**src/rtl/femto16_cpu.sv**
```systemverilog
// femto16 accumulator/register CPU: single-bus master with a 1-cycle-latency
// synchronous memory and a hold input that parks the CPU at instruction boundaries.
module femto16_cpu (
   input  logic        clk,
   input  logic        reset,
   input  logic        hold,
   output logic        busy,
   output logic [15:0] address,
   input  logic [15:0] data_in,
   output logic [15:0] data_out,
   output logic        write
);

   localparam logic [4:0] OP_REG    = 5'b00000;
   localparam logic [4:0] OP_IMM16  = 5'b00001;
   localparam logic [4:0] OP_LOAD   = 5'b00010;
   localparam logic [4:0] OP_STORE  = 5'b00011;
   localparam logic [4:0] OP_PUSH   = 5'b01000;
   localparam logic [4:0] OP_POP    = 5'b01001;
   localparam logic [4:0] OP_JSR    = 5'b01010;
   localparam logic [4:0] OP_RTS    = 5'b01011;
   localparam logic [4:0] OP_RESET  = 5'b01111;
   localparam logic [4:0] OP_BRANCH = 5'b10000;
   localparam logic [15:0] RESET_VECTOR = 16'h8000;

   typedef enum logic [1:0] {S_RESET, S_FETCH, S_DECODE, S_EXEC} state_t;

   state_t      state;
   logic [15:0] regs [0:7];
   logic        z_flag;
   logic        c_flag;
   logic [4:0]  ir_opc;
   logic [2:0]  ir_a;
   logic [2:0]  ir_op;

   logic [4:0]  opc;
   logic [2:0]  ra;
   logic [2:0]  rb;
   logic [15:0] ip;
   logic [15:0] sp;
   logic        imm8_form;
   logic        take;

   assign opc       = data_in[15:11];
   assign ra        = data_in[10:8];
   assign rb        = data_in[2:0];
   assign ip        = regs[7];
   assign sp        = regs[6];
   assign imm8_form = (data_in[15:14] == 2'b11);

   // Returns {z, c, result}; MOV passes the old carry through.
   function automatic logic [17:0] alu(input logic [2:0] op, input logic [15:0] a,
                                       input logic [15:0] b, input logic c_in);
      logic [16:0] s;
      case (op)
         3'd0: s = {c_in, b};
         3'd1: s = {1'b0, a} + {1'b0, b};
         3'd2: s = {1'b0, a} - {1'b0, b};
         3'd3: s = {1'b0, a & b};
         3'd4: s = {1'b0, a | b};
         3'd5: s = {1'b0, a ^ b};
         3'd6: s = {1'b0, a} + 17'd1;
         3'd7: s = {1'b0, a} - 17'd1;
      endcase
      return {(s[15:0] == 16'h0000), s[16], s[15:0]};
   endfunction

   // One ALU serves DECODE (reg/imm8 forms) and EXEC (imm16/load forms).
   logic [2:0]  alu_op;
   logic [2:0]  alu_dst;
   logic [15:0] alu_b;
   logic [17:0] alu_res;

   always_comb begin
      alu_dst = ra;
      alu_op  = data_in[6:4];
      alu_b   = regs[rb];
      if (state == S_EXEC) begin
         alu_dst = ir_a;
         alu_op  = ir_op;
         alu_b   = data_in;
      end else if (imm8_form) begin
         alu_op = data_in[13:11];
         alu_b  = {8'h00, data_in[7:0]};
      end
      alu_res = alu(alu_op, regs[alu_dst], alu_b, c_flag);
   end

   always_comb begin
      case (data_in[10:8])
         3'd0:    take = 1'b1;
         3'd1:    take = z_flag;
         3'd2:    take = ~z_flag;
         3'd3:    take = c_flag;
         3'd4:    take = ~c_flag;
         default: take = 1'b0;
      endcase
   end

   always_comb begin
      busy     = (state == S_RESET) | ((state == S_FETCH) & hold);
      address  = 16'h0000;
      data_out = 16'h0000;
      write    = 1'b0;
      case (state)
         S_FETCH: if (!hold) address = ip;
         S_DECODE: begin
            if (!imm8_form) begin
               case (opc)
                  OP_IMM16: address = ip;
                  OP_LOAD:  address = regs[rb];
                  OP_STORE: begin address = regs[rb];    write = 1'b1; data_out = regs[ra]; end
                  OP_PUSH:  begin address = sp - 16'd1;  write = 1'b1; data_out = regs[ra]; end
                  OP_JSR:   begin address = sp - 16'd1;  write = 1'b1; data_out = ip;       end
                  OP_POP, OP_RTS: address = sp;
                  default: ;
               endcase
            end
         end
         default: ;
      endcase
   end

   always_ff @(posedge clk) begin
      if (reset) begin
         state <= S_RESET;
         for (int i = 0; i < 8; i++) regs[i] <= 16'h0000;
         regs[7] <= RESET_VECTOR;
         z_flag  <= 1'b0;
         c_flag  <= 1'b0;
         ir_opc  <= 5'd0;
         ir_a    <= 3'd0;
         ir_op   <= 3'd0;
      end else begin
         case (state)
            S_RESET: state <= S_FETCH;
            S_FETCH: begin
               if (!hold) begin
                  regs[7] <= ip + 16'd1;
                  state   <= S_DECODE;
               end
            end
            S_DECODE: begin
               ir_opc <= opc;
               ir_a   <= ra;
               ir_op  <= data_in[6:4];
               state  <= S_FETCH;
               if (imm8_form || opc == OP_REG) begin
                  regs[ra] <= alu_res[15:0];
                  z_flag   <= alu_res[17];
                  c_flag   <= alu_res[16];
               end else begin
                  case (opc)
                     OP_IMM16: begin regs[7] <= ip + 16'd1; state <= S_EXEC; end
                     OP_LOAD:  state <= S_EXEC;
                     OP_BRANCH: if (take) regs[7] <= ip + {{8{data_in[7]}}, data_in[7:0]};
                     OP_PUSH:  regs[6] <= sp - 16'd1;
                     OP_POP:   begin regs[6] <= sp + 16'd1; state <= S_EXEC; end
                     OP_JSR:   begin regs[6] <= sp - 16'd1; regs[7] <= regs[ra]; end
                     OP_RTS:   begin regs[6] <= sp + 16'd1; state <= S_EXEC; end
                     OP_RESET: begin
                        regs[7] <= RESET_VECTOR;
                        z_flag  <= 1'b0;
                        c_flag  <= 1'b0;
                        state   <= S_RESET;
                     end
                     default: ;
                  endcase
               end
            end
            S_EXEC: begin
               state <= S_FETCH;
               case (ir_opc)
                  OP_IMM16, OP_LOAD: begin
                     regs[ir_a] <= alu_res[15:0];
                     z_flag     <= alu_res[17];
                     c_flag     <= alu_res[16];
                  end
                  OP_POP:  regs[ir_a] <= data_in;
                  OP_RTS:  regs[7]    <= data_in;
                  default: ;
               endcase
            end
         endcase
      end
   end

endmodule

```
**config.mk**
```make
export PLATFORM = sky130hd
export DESIGN_NAME = femto16_cpu
export DESIGN_NICKNAME = d
export VERILOG_FILES = /design/src/rtl/femto16_cpu.sv
export SDC_FILE = /design/constraint.sdc
export NUM_CORES = 1
export LEC_CHECK = 0
export CAP_MARGIN = 20
export CORE_UTILIZATION = 42
export DETAILED_ROUTE_END_ITERATION = 8
export PLACE_DENSITY = 0.57
export SYNTH_ARGS = -nofsm -noshare
export SYNTH_HDL_FRONTEND = slang
export SYNTH_SLANG_ARGS = --single-unit
```
**constraint.sdc**
```tcl
create_clock -name clk -period 8 [get_ports clk]
set_input_delay 1.6 -clock clk [delete_from_list [all_inputs] [get_ports clk]]
set_output_delay 1.6 -clock clk [all_outputs]
set_load 0.01 [all_outputs]
```
==> results.sh <==
export IMPL_status="finished, final reports clean"
export IMPL_antenna_fix_cells=0
export IMPL_synthTopCellsByArea="edfxtp_1 26%, mux4_2 7.8%, ha_1 6.2%, nor2_1 5.5%, mux2i_1 4.2%"
export IMPL_grt_first_pass_wirelength_mm=89.65
export IMPL_synth_area_per_cell_um2=8.766
export IMPL_maximum_number_of_pins_on_one_net_before_global_route_repair=63
export IMPL_arrival_ns=7.20
export IMPL_floorplan_die_width_um=189.8
export IMPL_initial_core_util_pct=42.76
export IMPL_synthDominantAreaCellType="edfxtp_1"
export IMPL_yosysSeqAreaShare_pct=27.99
export IMPL_total_leakage_power_nw=6.060
export IMPL_route_detailed_wl_per_inst_um=28.51
export IMPL_number_of_antenna_violations_at_the_first_check_in_global_routing=0
export IMPL_drt_antenna_violating_nets=0
export IMPL_first_iter_violations=2217
export IMPL_count_of_placed_standard_cells_including_taps=2116
export IMPL_hold_buffers=0
export IMPL_cts_setup_buffers=0
export IMPL_chipHeight_um=189.8
export IMPL_crit_path_end_kind="register"
export IMPL_final_period_minus_worst_setup_slack_ns=7.004
export IMPL_setup_tns_ns=0
export IMPL_netlist_area_leader_share_pct=25.96
export IMPL_drv_slew=0
export IMPL_fin_cells=2150
export IMPL_crit_required_ns=8.20
export IMPL_final_cell_mix="216 x nor2_1, 147 x nand2_1, 128 x edfxtp_1"
export IMPL_max_slew_margin_rel_pct=22.67
export IMPL_irDropWorstVdd_uv=275.7
export IMPL_route_final_wire_length_mm=61.30
export IMPL_postSynthRegisterBits=143
export IMPL_dieArea_mm2=0.03601
export IMPL_syn_num_nets=1783
export IMPL_tritoncts="built"
export IMPL_synthesis_instances=1689
export IMPL_cts_buffers=17
export IMPL_total_number_of_vias=14540
export IMPL_clk_transition_reported_paths_ns=0.07
export IMPL_number_of_warnings_printed_during_yosys_synthesis=0
export IMPL_synth_lib_cells_used_distinct=90
export IMPL_first_global_vias=13470
export IMPL_replace_congestion=0.9771
export IMPL_placement_rows=68
export IMPL_slew_of_the_pin_with_the_lowest_slew_margin_ns=1.157
export IMPL_hold_class="register to register"
export IMPL_clock_sink_count=143
export IMPL_hpwl_mm=44.13
export IMPL_synthToLayoutAreaGrowth_pct=10.74
export IMPL_max_cap_viol_count=0
export IMPL_ctsResizeCount=0
export IMPL_timing_critical_path_fanout_max=20
export IMPL_worst_setup_path_start_kind="input pin"
export IMPL_mostFrequentLayoutCell="nor2_1"
export IMPL_core_area_mm2=0.03463
export IMPL_layout_worst_path_cycle_share_pct=87.55
export IMPL_io_buf_count=52
export IMPL_clkLatencyLatePin_ns=0.46
export IMPL_drc=0
export IMPL_power_density_mw_per_mm2=271.3
export IMPL_clock_tree_htree_level_count=4
export IMPL_synth_edf_count=128
export IMPL_syn_area_mm2=0.01481
export IMPL_postLayoutCoreUtil_pct=47.35
export IMPL_final_setup_viol_count=0
export IMPL_ctsRootBufferMaster="clkbuf_16"
export IMPL_grt_total_usage_pct=34.04
export IMPL_synth_flop_cell="edfxtp_1"
export IMPL_skew_ns=0.01807
export IMPL_asyncSetResetFlopFracSynth_pct=0
export IMPL_final_net_count=1776
export IMPL_dr_pass1_iters=8
export IMPL_overflow_left_after_global_routing=0
export IMPL_critical_path_class="input pin to register"
export IMPL_fraction_of_final_layout_cells_with_drive_strength_greater_than_1_pct=14.16
export IMPL_io_pins=53
export IMPL_totalPowerFinal_w=0.004448
export IMPL_grt_setup_unrepaired="no"
export IMPL_timing_hold_violations_final=0
export IMPL_cts_max_path_buffers=2
export IMPL_max_freq_mhz=142.8
export IMPL_vias_per_cell=6.763
[registers in the layout, indices dropped and copies added (netlist names)]
signal,flops
regs,128
z_flag,1
c_flag,1
ir_a,3
state,2
ir_opc,5
ir_op,3
[kinds of logic (layout without fill, tap and decap cells)]
logic type | after synthesis | count (layout) | synth area share, %
flip-flops | 143 | 143 | 27.99
adder cells (fa/ha/maj) | 75 | 75 | 6.440
multiplexers | 155 | 155 | 15.31
AO/OA/AOI/OAI | 459 | 459 | 21.26
buffers and inverters | 192 | 198 | 5.679
AND/OR/NAND/NOR | 591 | 591 | 18.94
XOR/XNOR | 74 | 74 | 4.378
[critical path, cell delays in order]
cell and delay (ns):
clkdlybuf4s50_1 0.72, a21o_1 0.60, o21a_1 0.35, ha_1 0.25
nand3_1 0.23, nor4_4 0.57, mux2_2 0.39, o22ai_1 0.14
nor2_1 0.07, ha_1 0.37, nand2_1 0.07, o21ai_0 0.34
nor3_1 0.09, a221oi_1 0.21, o311a_1 0.26, a2bb2oi_2 0.30
mux2i_1 0.12, buf_4 0.22, a21o_1 0.17, o31ai_1 0.12
[per-layer routing]
layer	part of all wire [%]	routed length [um]	track usage (%)	up-vias
met5	0	0	0	-
met4	5.5	3383	17.52	0
met3	12	7271	6.622	184
met2	43	26530	51.39	1023
met1	39	24120	46.16	7015
li1	-	-	-	6319
[where the power goes]
| group | switching, W | total [W] | internal, W |
|---|---|---|---|
| clock network | 0.000395 | 0.000871 | 0.000476 |
| logic | 0.00170 | 0.00260 | 0.000902 |
| registers | 0.000101 | 0.000975 | 0.000874 |
| total | 0.00220 | 0.00445 | 0.00225 |
[cell usage after synthesis (17+ instances only)]
cell	instances
inv_1	43
mux4_2	51
a21oi_1	104
buf_2	36
nor3_1	31
edfxtp_1	128
nand2_1	147
mux2i_1	62
nand2b_1	17
a31oi_1	45
and2_1	33
xnor2_1	44
a221oi_1	19
o22ai_1	18
a22oi_1	45
o21ai_0	54
and3_1	20
nor2b_1	29
ha_1	73
a211oi_1	52
nor2_1	216
mux2_2	39
nand3_1	33
clkbuf_1	84
xor2_1	30
[final timing paths]
check	from	end	slack, ns	cells after the start
max	data_in[15]	regs[7][14]	1.0	20
min	ir_op[1]	ir_op[1]	0.49	2
max reg2reg	state[0]	regs[7][14]	1.63	21
min reg2reg	ir_op[1]	ir_op[1]	0.49	2
[per-stage QoR]
step                      hold slack [ns]  area, um2  setup WS [ns]
after global routing               0.5128      16400         0.6760
final                              0.4867      16400         0.9957
after CTS                          0.4946      16370          1.111
after floorplan                    0.4491      14810          1.798
after global placement             0.4686      15740         0.7244
after detailed placement           0.4766      15760         0.6945
[cell type report]
type                       instances  area, um2
clock buffer                      17      425.4
timing repair buffer             121       1025
inverter                          45      168.9
sequential                       143       4144
multi-input combinational       1354       9876
tap                              455      569.3
clock inverter                    15      187.7
fill                            3288      18230
(Power assumes the default switching activity.)
